==> config.mk <==
export PLATFORM = sky130hd
export DESIGN_NAME = axis_pkt_source_flat
export DESIGN_NICKNAME = d
export VERILOG_FILES = /design/src/rtl/axis_pkt_source_pkg.sv /design/src/rtl/axis_pkt_source_if.sv /design/src/rtl/axis_pkt_source_pkt_gap_timer.sv /design/src/rtl/axis_pkt_source.sv /design/src/flat_wrapper.sv
export SDC_FILE = /design/constraint.sdc
export NUM_CORES = 1
export LEC_CHECK = 0
export ABC_CLOCK_PERIOD_IN_PS = 3700
export CORE_ASPECT_RATIO = 0.6
export CORE_MARGIN = 3
export CORE_UTILIZATION = 53
export CTS_BUF_LIST = sky130_fd_sc_hd__clkbuf_8
export DETAILED_ROUTE_END_ITERATION = 10
export GPL_TIMING_DRIVEN = 0
export PLACE_DENSITY = 0.83
export SLEW_MARGIN = 20
export SYNTH_ARGS = -nofsm -noshare
export SYNTH_HDL_FRONTEND = slang
export SYNTH_HIERARCHICAL = 1
export SYNTH_SLANG_ARGS = --single-unit
==> constraint.sdc <==
create_clock -name clk -period 3.7 [get_ports clk]
set_clock_uncertainty 0.1 [all_clocks]
set_input_delay 0.555 -clock clk [delete_from_list [all_inputs] [get_ports clk]]
set_output_delay 0.555 -clock clk [all_outputs]
set_load 0.05 [all_outputs]
==> src/rtl/axis_pkt_source_pkg.sv <==
// Shared definitions for the byte-stream packet source and the stream FIFO
// it feeds: default widths and the transmitter state encoding.
package axis_pkt_source_pkg;

  // Default stream geometry shared with the 2048-deep stream FIFO.
  localparam int DEF_DATA_W  = 8;
  localparam int DEF_LEN_W   = 12;
  localparam int DEF_MAX_LEN = 2048;

  // Transmitter states: waiting for a command, streaming beats, enforced idle.
  typedef enum logic [1:0] {
    IDLE = 2'd0,
    SEND = 2'd1,
    GAP  = 2'd2
  } state_t;

endpackage : axis_pkt_source_pkg

==> src/rtl/axis_pkt_source_if.sv <==
// Byte-wide AXI-Stream-style link: the source drives data/valid/last and the
// sink (normally the stream FIFO write side) returns ready.
interface axis_pkt_source_if
  import axis_pkt_source_pkg::*;
#(
  parameter int DATA_W = DEF_DATA_W
);

  logic [DATA_W-1:0] tdata;
  logic              tvalid;
  logic              tready;
  logic              tlast;

  modport master (
    output tdata,
    output tvalid,
    output tlast,
    input  tready
  );

  modport slave (
    input  tdata,
    input  tvalid,
    input  tlast,
    output tready
  );

endinterface : axis_pkt_source_if

==> src/rtl/axis_pkt_source_pkt_gap_timer.sv <==
// Loadable down-counter that times the idle gap between packets. It is loaded
// with (gap length - 1) on the last handshake and reports expired once the
// count has reached zero, i.e. on the final gap cycle.
module pkt_gap_timer #(
  parameter int W = 2
) (
  input  logic         clk,
  input  logic         reset_n,
  input  logic         load,
  input  logic [W-1:0] load_val,
  input  logic         tick,
  output logic         expired
);

  logic [W-1:0] count_q;

  // Load takes priority; otherwise count down on each tick and rest at zero.
  always_ff @(posedge clk or negedge reset_n) begin
    if (!reset_n) begin
      count_q <= '0;
    end else if (load) begin
      count_q <= load_val;
    end else if (tick && (count_q != '0)) begin
      count_q <= count_q - W'(1);
    end
  end

  assign expired = (count_q == '0);

endmodule : pkt_gap_timer

==> src/rtl/axis_pkt_source.sv <==
// Packet transmitter: on a start command in IDLE it streams one packet of
// min(pkt_len, MAX_LEN) beats carrying seed, seed+1, ... (mod 2^DATA_W),
// flags the final beat with tlast, honours ready backpressure, then holds a
// fixed idle gap before accepting the next command.
module axis_pkt_source
  import axis_pkt_source_pkg::*;
#(
  parameter int DATA_W     = DEF_DATA_W,
  parameter int LEN_W      = DEF_LEN_W,
  parameter int MAX_LEN    = DEF_MAX_LEN,
  parameter int GAP_CYCLES = 2,
  parameter int CNT_W      = 16
) (
  input  logic                  clk,
  input  logic                  reset_n,
  input  logic                  start,
  input  logic [LEN_W-1:0]      pkt_len,
  input  logic [DATA_W-1:0]     seed,
  output logic                  busy,
  output logic                  done,
  output logic [CNT_W-1:0]      pkt_count,
  axis_pkt_source_if.master     m_axis
);

  localparam logic [LEN_W-1:0] MAX_LEN_V = LEN_W'(MAX_LEN);
  localparam int               GAP_W     = (GAP_CYCLES > 1) ? $clog2(GAP_CYCLES) : 1;
  localparam logic [GAP_W-1:0] GAP_LOAD  = GAP_W'((GAP_CYCLES > 0) ? GAP_CYCLES - 1 : 0);

  state_t           state_q;
  logic [LEN_W-1:0] rem_q;       // beats still to send, including the one on the bus
  logic [LEN_W-1:0] req_len;     // requested length clamped to MAX_LEN
  logic             beat_xfer;
  logic             last_xfer;
  logic             gap_load;
  logic             gap_tick;
  logic             gap_expired;

  assign req_len   = (pkt_len > MAX_LEN_V) ? MAX_LEN_V : pkt_len;
  assign beat_xfer = m_axis.tvalid && m_axis.tready;
  assign last_xfer = beat_xfer && m_axis.tlast;
  assign gap_load  = (state_q == SEND) && last_xfer && (GAP_CYCLES != 0);
  assign gap_tick  = (state_q == GAP);

  pkt_gap_timer #(
    .W (GAP_W)
  ) u_gap_timer (
    .clk      (clk),
    .reset_n  (reset_n),
    .load     (gap_load),
    .load_val (GAP_LOAD),
    .tick     (gap_tick),
    .expired  (gap_expired)
  );

  // Packet FSM with registered stream and status outputs.
  // NOTE: every register here is assigned with <= so all updates in a cycle
  // see the pre-edge values; blocking assignments would create order races.
  always_ff @(posedge clk or negedge reset_n) begin
    if (!reset_n) begin
      state_q       <= IDLE;
      rem_q         <= '0;
      m_axis.tdata  <= '0;
      m_axis.tvalid <= 1'b0;
      m_axis.tlast  <= 1'b0;
      busy          <= 1'b0;
      done          <= 1'b0;
      pkt_count     <= '0;
    end else begin
      done <= 1'b0;
      case (state_q)
        IDLE: begin
          // Zero-length requests are dropped without any visible effect.
          if (start && (pkt_len != '0)) begin
            rem_q         <= req_len;
            m_axis.tdata  <= seed;
            m_axis.tvalid <= 1'b1;
            m_axis.tlast  <= (req_len == LEN_W'(1));
            busy          <= 1'b1;
            state_q       <= SEND;
          end
        end

        SEND: begin
          // Outputs only move on a handshake, so a stalled beat stays put.
          if (beat_xfer) begin
            if (m_axis.tlast) begin
              m_axis.tvalid <= 1'b0;
              m_axis.tlast  <= 1'b0;
              rem_q         <= '0;
              done          <= 1'b1;
              pkt_count     <= pkt_count + CNT_W'(1);
              if (GAP_CYCLES == 0) begin
                busy    <= 1'b0;
                state_q <= IDLE;
              end else begin
                state_q <= GAP;
              end
            end else begin
              m_axis.tdata <= m_axis.tdata + DATA_W'(1);
              rem_q        <= rem_q - LEN_W'(1);
              m_axis.tlast <= (rem_q == LEN_W'(2));
            end
          end
        end

        GAP: begin
          if (gap_expired) begin
            busy    <= 1'b0;
            state_q <= IDLE;
          end
        end

        default: begin
          state_q <= IDLE;
        end
      endcase
    end
  end

endmodule : axis_pkt_source

==> src/flat_wrapper.sv <==
// flat-port wrapper written by rule: the top's interface ports become plain ports
module axis_pkt_source_flat import axis_pkt_source_pkg::*;
#(
  parameter int DATA_W     = DEF_DATA_W,
  parameter int LEN_W      = DEF_LEN_W,
  parameter int MAX_LEN    = DEF_MAX_LEN,
  parameter int GAP_CYCLES = 2,
  parameter int CNT_W      = 16
)
  (clk, reset_n, start, pkt_len, seed, busy, done, pkt_count, m_axis_tdata, m_axis_tvalid, m_axis_tlast, m_axis_tready);
  axis_pkt_source_if #(.DATA_W(DATA_W)) m_axis_i ();
  input  logic clk;
  input  logic reset_n;
  input  logic start;
  input  logic [LEN_W-1:0] pkt_len;
  input  logic [DATA_W-1:0] seed;
  output logic busy;
  output logic done;
  output logic [CNT_W-1:0] pkt_count;
  output wire logic [$bits(m_axis_i.tdata)-1:0] m_axis_tdata;
  output wire logic [$bits(m_axis_i.tvalid)-1:0] m_axis_tvalid;
  output wire logic [$bits(m_axis_i.tlast)-1:0] m_axis_tlast;
  input wire logic [$bits(m_axis_i.tready)-1:0] m_axis_tready;
  assign m_axis_tdata = m_axis_i.tdata;
  assign m_axis_tvalid = m_axis_i.tvalid;
  assign m_axis_tlast = m_axis_i.tlast;
  assign m_axis_i.tready = m_axis_tready;
  axis_pkt_source #(.DATA_W(DATA_W), .LEN_W(LEN_W), .MAX_LEN(MAX_LEN), .GAP_CYCLES(GAP_CYCLES), .CNT_W(CNT_W)) u_core (.clk(clk), .reset_n(reset_n), .start(start), .pkt_len(pkt_len), .seed(seed), .busy(busy), .done(done), .pkt_count(pkt_count), .m_axis(m_axis_i));
endmodule
[Yosys cells after proc, flatten, opt, wreduce, memory -nomap -nowiden]
Index checks and enable logic that the tools add are counted.
Word-level totals
  output and inout port bits: 28
  logic and storage cells: 68
  bits of input ports: 24
  register bits: 43
Operators by class
  equality and inequality tests: 9
  add/subtract/negate cells: 4
  magnitude comparators: 1
  reductions and logical operators: 16
  mux-type cells: 29
Operators by type and width (count)
  2-to-1 mux 12 bit: 4
  2-to-1 mux 8 bit: 3
  case mux 12 bit (2 select lines): 1
  adder 16 x 1 -> 16 bit (second input constant): 1
  case mux 8 bit (2 select lines): 1
  == test 12 x 1 -> 1 bit (second input constant): 1
  == test 12 x 2 -> 1 bit (second input constant): 1
  > comparator 12 bit (second input constant): 1
  2-to-1 mux 1 bit: 12
  AND reduction 4 bit: 3
  nonzero test 12 bit: 1
  subtractor 12 x 1 -> 12 bit (second input constant): 1
  AND reduction 3 bit: 3
  adder 8 x 1 -> 8 bit (second input constant): 1
  2-to-1 mux 2 bit: 4
  inequality test 2 x 1 -> 1 bit (second input constant): 3
  case mux 1 bit (2 select lines): 3
  case mux 2 bit (3 select lines): 1
  nonzero test 2 bit: 3
  logical AND 1 bit: 5
  inequality test 2 bit (second input constant): 2
  == test 2 x 1 -> 1 bit (second input constant): 1
  == test 2 bit (second input constant): 1
  zero test 2 bit: 1
  subtractor 1 bit (second input constant): 1

[Longest topological paths before layout]
Gate-level depths: netlist (run 1).
  word-level depth: 5
  depth in mapped cells: 7
  depth with buffers taken out: 6

[Cells and area by module]
Netlist (run 1), hierarchy kept.
By module, submodules not included
  axis_pkt_source: cells an instance 244, area an instance 2348.5 µm², times used 1
  pkt_gap_timer: cells an instance 4, area an instance 45.0 µm², times used 1

[Least setup slack after synthesis (run 1)]
Ideal clock, no wire load.
  path kind: reg2reg
  from: reg u_core.m_axis.tlast
  to: reg u_core.pkt_count[12]
  clock period less this slack: 2.050 ns
  setup time: 0.142 ns
  stages on the path, launching flop included: 7
  arrival: 1.808 ns
  path slack: 1.650 ns
  buffers on the path: 1
  cells stage by stage: dfrtp_1 > buf_2 > nand3_1 > nor3_1 > and4_1 > nand3_1 > xnor2_1
Between the ends
  longest elaborated chain between the ends: 1
RTL lines
  from (decl): RTL line axis_pkt_source_if.sv:17  | output tlast,
  from (signal assigned): RTL line axis_pkt_source.sv:77  | m_axis.tlast <= (req_len == LEN_W'(1));
  from (signal assigned): RTL line axis_pkt_source.sv:101  | m_axis.tlast <= (rem_q == LEN_W'(2));
  AND reduction 3 bit (no source line)
  to (signal assigned): RTL line axis_pkt_source.sv:91  | pkt_count <= pkt_count + CNT_W'(1);
  to (decl): RTL line axis_pkt_source.sv:21  | output logic [CNT_W-1:0] pkt_count,
Every way passes these cells.
A chain may end at the register's enable or synchronous reset.

[Worst setup path after layout (run 1)]
  from: in pkt_len[1]
  to: reg u_core.rem_q[8]
Between the ends
  longest elaborated chain between the ends: 4
  elaborated cells between the ends (all ways): 8
  classes of those cells: order compare: 1; eq/ne: 1; mux: 3; reduce/logical: 3
RTL lines
  from (decl): RTL line flat_wrapper.sv:15  | input logic [LEN_W-1:0] pkt_len;
  > comparator 12 bit / nonzero test 12 bit (equally long branches): RTL line axis_pkt_source.sv:38, axis_pkt_source.sv:73
  2-to-1 mux 12 bit / logical AND 1 bit (equally long branches): RTL line axis_pkt_source.sv:38, axis_pkt_source.sv:73
  2-to-1 mux 12 bit / inequality test 2 x 1 -> 1 bit (equally long branches)
  case mux 12 bit (2 select lines) / AND reduction 3 bit (equally long branches)
  to (signal assigned): RTL line axis_pkt_source.sv:74  | rem_q <= req_len;
  to (signal assigned): RTL line axis_pkt_source.sv:100  | rem_q <= rem_q - LEN_W'(1);
  to (decl): RTL line axis_pkt_source.sv:30  | logic [LEN_W-1:0] rem_q;
Parallel ways exist; a longest one is shown, timed or not. The select of a mux whose other input is x is not followed.

==> flow_metrics.tcl, run 1 <==
set metrics [dict create \
    synthCells 248 \
    synth_top_area_cell "dfrtp_1" \
    crit_arrival_ns 2.35 \
    finalSetupViolCount 0 \
    rows 18 \
    crit_fanout 10 \
    start_util 0.5653 \
    start_kind "input pin" \
    crit_path_end "u_core/rem_q[8]" \
    clk_pin_slew_ns 0.08 \
    antennaDiodeCount 0 \
    p_leak_nw 1.292 \
    routabilityCongestion 0.9476 \
    dr.pass1.iters 5 \
    rsz0062_at_grt "no" \
    worst_pin_slew_ns 0.8125 \
    cts_sinks 43 \
    dieArea_sq_mm 0.005385 \
    final_cell_area_sq_mm 0.003112 \
    synth.top_cells.by_area "dfrtp_1, xnor2_1, nand3_1" \
    final_cells 368 \
    period_needed_ns 2.285 \
    finalHoldViolCount 0 \
    ys.flop_type "dfrtp_1" \
    layout.nets 335 \
    min_period_over_period 0.6175 \
    yosys_warnings 6 \
    critPathLaunch "pkt_len[1]" \
    synth_most_common_cell "dfrtp_1" \
    fmaxAchievable_ghz 0.4377 \
    clock_latency_ns 0.30 \
    tns_ns 0 \
    cts_max_level 2 \
    reg2reg_depth 5 \
    place_area_sq_mm 0.002994 \
    avgSynthCellArea_sq_um 9.651 \
    status "finished clean" \
    worst_slack_ns 1.415 \
    cts_root_buf "clkbuf_8" \
    synth_top_area_share 0.4496 \
    ys_ff_latch 43 \
    drv_cap 0 \
    hold_class "input pin to asynchronous set/reset pin" \
    routed_wl_mm 6.409 \
    antenna_left 0 \
    synth-seq-area-share 0.4496 \
    cts_inserted_buffers 5 \
    vias_per_cell 6.114 \
    syn-cell-area_sq_mm 0.002394 \
    critPathKind "input pin to flop" \
    ioPinCount 52 \
    syn_to_final_growth_pct 30.01 \
    grt_first_pass_wirelength_mm 10.83 \
    coreArea_sq_mm 0.004234 \
    reg2reg_from "u_core/state_q[1]" \
    initialDrtViolationCount 252 \
    synth_edf_count 0 \
    cts-hold-fix-buffers 0 \
    antenna_found_initial 0 \
    dp_hpwl_mm 4.837 \
    ys_types 57 \
    syn_nets 276 \
    cts.path.max_buffers 2 \
    maxSlewViolCount 0 \
    layout-drive-gt1-share 0.1169 \
    cp.required_ns 3.77 \
    grt_max_degree 32 \
    drc_errors 0 \
    fp.dieH_microns 58.06 \
    synthArstFlopShare 1.000 \
    powerDensity_mw_per_mm2 856.4 \
    grt_pass1_vias 2131 \
    cts_setup_buffers 0 \
    vdd_ir_drop_max_uv 545.2 \
    dp_cells 360 \
    vias 2250 \
    max_slew_margin 0.4563 \
    wl_per_cell_microns 17.42 \
    post-place-ws_ns 1.125 \
    grt_overflow 0 \
    grt.total_usage 0.2605 \
    cp-end-kind "flop" \
    cts_tree "built" \
    power_w 0.002665 \
    die_width_microns 92.76 \
    io_buffers 51 \
    cts_resized 0 \
    worstReg2RegEnd "u_core/pkt_count[9]" \
    synth_common_cells "dfrtp_1, nor2_1, nand2_1" \
    rrSetupSlack_ns 1.65 \
]
-- cell families after synthesis --
| logic type | count (synthesis) | synth area share |
|---|---|---|
| adders and majority gates | 4 | 0.02091 |
| muxes | 3 | 0.01359 |
| xor gates and xnor gates | 15 | 0.05489 |
| buffers and inverters | 21 | 0.04391 |
| and+or+nand+nor | 96 | 0.2216 |
| AOI/OAI and AO/OA | 65 | 0.1939 |
| other | 1 | 0.001567 |
| DFF | 43 | 0.4496 |
-- area by class of cell --
| cell class | count | area [sq um] |
|---|---|---|
| clock inverter | 2 | 35.03 |
| sequential | 43 | 1076 |
| multi-input combinational | 184 | 1212 |
| timing repair buffer | 52 | 525.5 |
| clock buffer | 6 | 82.58 |
| fill | 323 | 1122 |
| inverter | 10 | 37.54 |
| tap | 60 | 75.07 |
| buffer | 11 | 67.56 |
-- registers in the layout (all words and copies together) (netlist names), 2 cells and up --
signal	flops
u_core/m_axis.tdata	8
u_core/pkt_count	16
u_core/rem_q	12
u_core/state_q	2
-- critical path: stages --
cell and delay, ns:
clkdlybuf4s50_1 0.45, nor3_2 0.24, nand4_1 0.20, o21a_1 0.36
nor2_4 0.22, buf_4 0.22, o211ai_1 0.11
-- stage by stage --
stage	util	hold slack (ns)
floorplan	-	0.1594
global placement	0.7036	0.3585
detailed placement	0.7072	0.3618
CTS	0.7349	0.03711
global route	0.7349	0.03746
finish	0.7349	0.03179
-- power breakdown --
group	internal, W	total, W	switching (W)
Clock	0.000218	0.000381	0.000163
Sequential	0.000630	0.000801	0.000171
Combinational	0.000543	0.00148	0.000940
-- per-layer routing --
layer	wire length [microns]	up-vias	part of all wire	global-route usage
met2	2588	137	0.40	0.3495
li1	-	1030	-	-
met5	0	-	0	0
met1	3094	1073	0.48	0.4106
met4	77	0	0.012	0.07307
met3	649	10	0.10	0.06744
-- cell usage in the layout, fill, tap and decap left out, drive strengths merged, types with 11 or more instances in the layout --
cell type and instances:
xnor2 11, dfrtp 43, nor3 13, a21oi 13, nand3 17, clkdlybuf4s50 50, buf 11, nand2 18
nor2 20
-- how the worst min path moves through the flow --
stage	from	end	slack (ns)	depth (start not counted)
floorplan	reset_n	u_core/busy	0.16	0
global placement	u_core/busy	u_core/busy	0.36	2
detailed placement	reset_n	u_core/rem_q[8]	0.36	1
CTS	reset_n	u_core/m_axis.tdata[1]	0.04	1
global route	reset_n	u_core/m_axis.tdata[1]	0.04	1
finish	reset_n	u_core/rem_q[8]	0.03	1
Power figures use the tool's default switching activity.
==> run 2, diff against run 1 <==
--- a/config.mk
+++ b/config.mk
@@ -5,14 +5,14 @@
 export SDC_FILE = /design/constraint.sdc
 export NUM_CORES = 1
 export LEC_CHECK = 0
-export ABC_CLOCK_PERIOD_IN_PS = 3700
+export ABC_CLOCK_PERIOD_IN_PS = 2200
 export CORE_ASPECT_RATIO = 0.6
 export CORE_MARGIN = 3
-export CORE_UTILIZATION = 53
+export CORE_UTILIZATION = 52
 export CTS_BUF_LIST = sky130_fd_sc_hd__clkbuf_8
 export DETAILED_ROUTE_END_ITERATION = 10
 export GPL_TIMING_DRIVEN = 0
-export PLACE_DENSITY = 0.83
+export PLACE_DENSITY = 0.82
 export SLEW_MARGIN = 20
 export SYNTH_ARGS = -nofsm -noshare
 export SYNTH_HDL_FRONTEND = slang
==> constraint.sdc (replaced) <==
create_clock -name clk -period 2.2 [get_ports clk]
set_clock_uncertainty 0.1 [all_clocks]
set_input_delay 0.33 -clock clk [delete_from_list [all_inputs] [get_ports clk]]
set_output_delay 0.33 -clock clk [all_outputs]
set_load 0.05 [all_outputs]
==> run 2 against run 1 <==
  * Global-route usage down 1.8 points
  * Flip-flop and latch count unchanged
  * Combinational power up 68%
  * Hold slack better by 0.35 ns
  * Sequential share of layout area down 0.12 points
  * Sequential power up 67%
  * Clock power up 64%
  * First-iteration DRC count down 7.9%
  * Core utilization down 0.12 points
  * Clock-buffer cell count unchanged
  * Critical path type unchanged
==> flow_metrics.tcl, run 2 (same netlist as run 1, synthesis figures left out) <==
set metrics [dict create \
    status "finished clean" \
    routed_wl_mm 6.317 \
    clock_latency_ns 0.29 \
    grt_max_degree 29 \
    cts_max_level 2 \
    period_needed_ns 2.105 \
    powerDensity_mw_per_mm2 1426 \
    initialDrtViolationCount 232 \
    crit_fanout 6 \
    drv_cap 0 \
    switching_share 0.4742 \
    fp.dieH_microns 58.55 \
    ioPinCount 52 \
    coreArea_sq_mm 0.004257 \
    crit_chain "clkdlybuf4s50_1, nor3_2, nand4_1, o21ai_2, nand2_1, mux2_1" \
    dr.pass1.iters 5 \
    min_period_over_period 0.9567 \
    fmaxAchievable_ghz 0.4751 \
    fillerInstances 308 \
    critPathKind "input pin to flop" \
    antenna_left 0 \
    wl_per_cell_microns 17.12 \
    drc_errors 0 \
    tns_ns 0 \
    cts_inserted_buffers 5 \
    io_buffers 51 \
    cts_tree "built" \
    rsz0062_at_grt "no" \
    grt.total_usage 0.2425 \
    vias 2206 \
    layout-drive-gt1-share 0.1197 \
    cp-end-kind "flop" \
    netSwitchingPower_w 0.002111 \
    vdd_ir_drop_max_uv 976.2 \
    p_seq_frac 0.302 \
    start_kind "input pin" \
    cts_root_buf "clkbuf_8" \
    power_frac_comb 0.558 \
    antenna_found_initial 0 \
    max_slew_margin 0.4648 \
    grt_first_pass_wirelength_mm 10.30 \
    cpPeakStageDelay_ns 0.44 \
    largest_reg_flops 16 \
    start_util 0.5623 \
    dp_hpwl_mm 4.863 \
    p_leak_nw 1.297 \
    final_common_cell "clkdlybuf4s50_1" \
    dp_cells 360 \
    vias_per_cell 5.978 \
    grt_overflow 0 \
    place_area_sq_mm 0.002994 \
    mostFrequentLayoutCells "clkdlybuf4s50_1, dfrtp_1, nor2_1" \
    power_w 0.004452 \
    finalSetupViolCount 0 \
    dieArea_sq_mm 0.005479 \
    worst_pin_slew_ns 0.7998 \
    layout.nets 336 \
    final_cell_area_sq_mm 0.003123 \
    cp.required_ns 2.28 \
    whs_ns 0.3810 \
    finalHoldViolCount 0 \
    p_int_w 0.002341 \
    grt_pass1_vias 2095 \
    cts_sinks 43 \
    routabilityCongestion 0.9718 \
    cts.path.max_buffers 2 \
    clk_pin_slew_ns 0.08 \
    cp_slowest_cell "clkdlybuf4s50_1" \
    die_width_microns 93.59 \
    clkPwrFrac 0.140 \
    seq_area_sq_mm 0.001076 \
    maxSlewViolCount 0 \
    crit_arrival_ns 2.18 \
    final_cells 369 \
    syn_to_final_growth_pct 30.48 \
    multi_input_comb_area_sq_mm 0.001214 \
    rows 18 \
    reg_top3 "u_core/pkt_count (16), u_core/rem_q (12), u_core/m_axis.tdata (8)" \
    cp_top_family "simple AND/OR/NAND/NOR gates" \
    antennaDiodeCount 0 \
    cp.buffers_inverters 1 \
    largest_register "u_core/pkt_count" \
    hold_class "flop to flop" \
]
[run 2: cell types whose count changed in the layout (fill, tap and decap cells not counted), sizes merged]
cell and delta:
dlygate4sd3 +1
[run 2: path summary, 6_finish.rpt]
check                                startpoint                    to  slack [ns]  cells after the start
min in group asynchronous               reset_n       u_core/rem_q[4]        0.39                      2
max in group asynchronous               reset_n   u_core/pkt_count[1]        1.13                      3
setup reg to reg            u_core/m_axis.tlast  u_core/pkt_count[14]        0.15                      6
hold / removal             u_core/pkt_count[15]  u_core/pkt_count[15]        0.38                      1
hold reg to reg            u_core/pkt_count[15]  u_core/pkt_count[15]        0.38                      1
setup / recovery                     pkt_len[1]       u_core/rem_q[0]         0.1                      6
[run 2: routing by layer]
metal | up-vias | part of all wire | global-route usage | wire length [microns]
met5 | - | 0 | 0 | 0
met3 | 12 | 0.10 | 0.09068 | 662
met2 | 128 | 0.39 | 0.3161 | 2494
li1 | 1034 | - | - | -
met1 | 1032 | 0.49 | 0.3831 | 3098
met4 | 0 | 0.0097 | 0.03909 | 61
[run 2: layout make-up]
| cell class | count | share of cell area |
|---|---|---|
| buffer | 11 | 0.02163 |
| clock buffer | 6 | 0.02644 |
| clock inverter | 2 | 0.01122 |
| inverter | 10 | 0.01202 |
| multi-input combinational | 184 | 0.3886 |
| sequential | 43 | 0.3446 |
| tap | 60 | 0.02404 |
| timing repair buffer | 53 | 0.1715 |
[run 2: power groups by stage]
stage / clock network (W) / registers, W / logic (W)
final: 0.000625 / 0.00134 / 0.00248
after CTS: 0.000633 / 0.00133 / 0.00244
after global placement: 0 / 0.00134 / 0.00238
after floorplan: 0 / 0.00177 / 0.00126
after global routing: 0.000687 / 0.00138 / 0.00268
after detailed placement: 0 / 0.00134 / 0.00243
[run 2: metrics by stage]
step | setup WS (ns) | utilization
finish | 0.09524 | 0.7337
global route | 0.03650 | 0.7337
CTS | 0.1265 | 0.7334
detailed placement | -0.1805 | 0.7034
global placement | -0.4925 | 0.6999
floorplan | 0.1502 | -
[run 2: what timing repair did]
action	CTS	global route
resized for setup	0	1
hold buffers	1	0
setup endpoints to repair	0	1
hold endpoints to repair	15	0
setup buffers	0	0
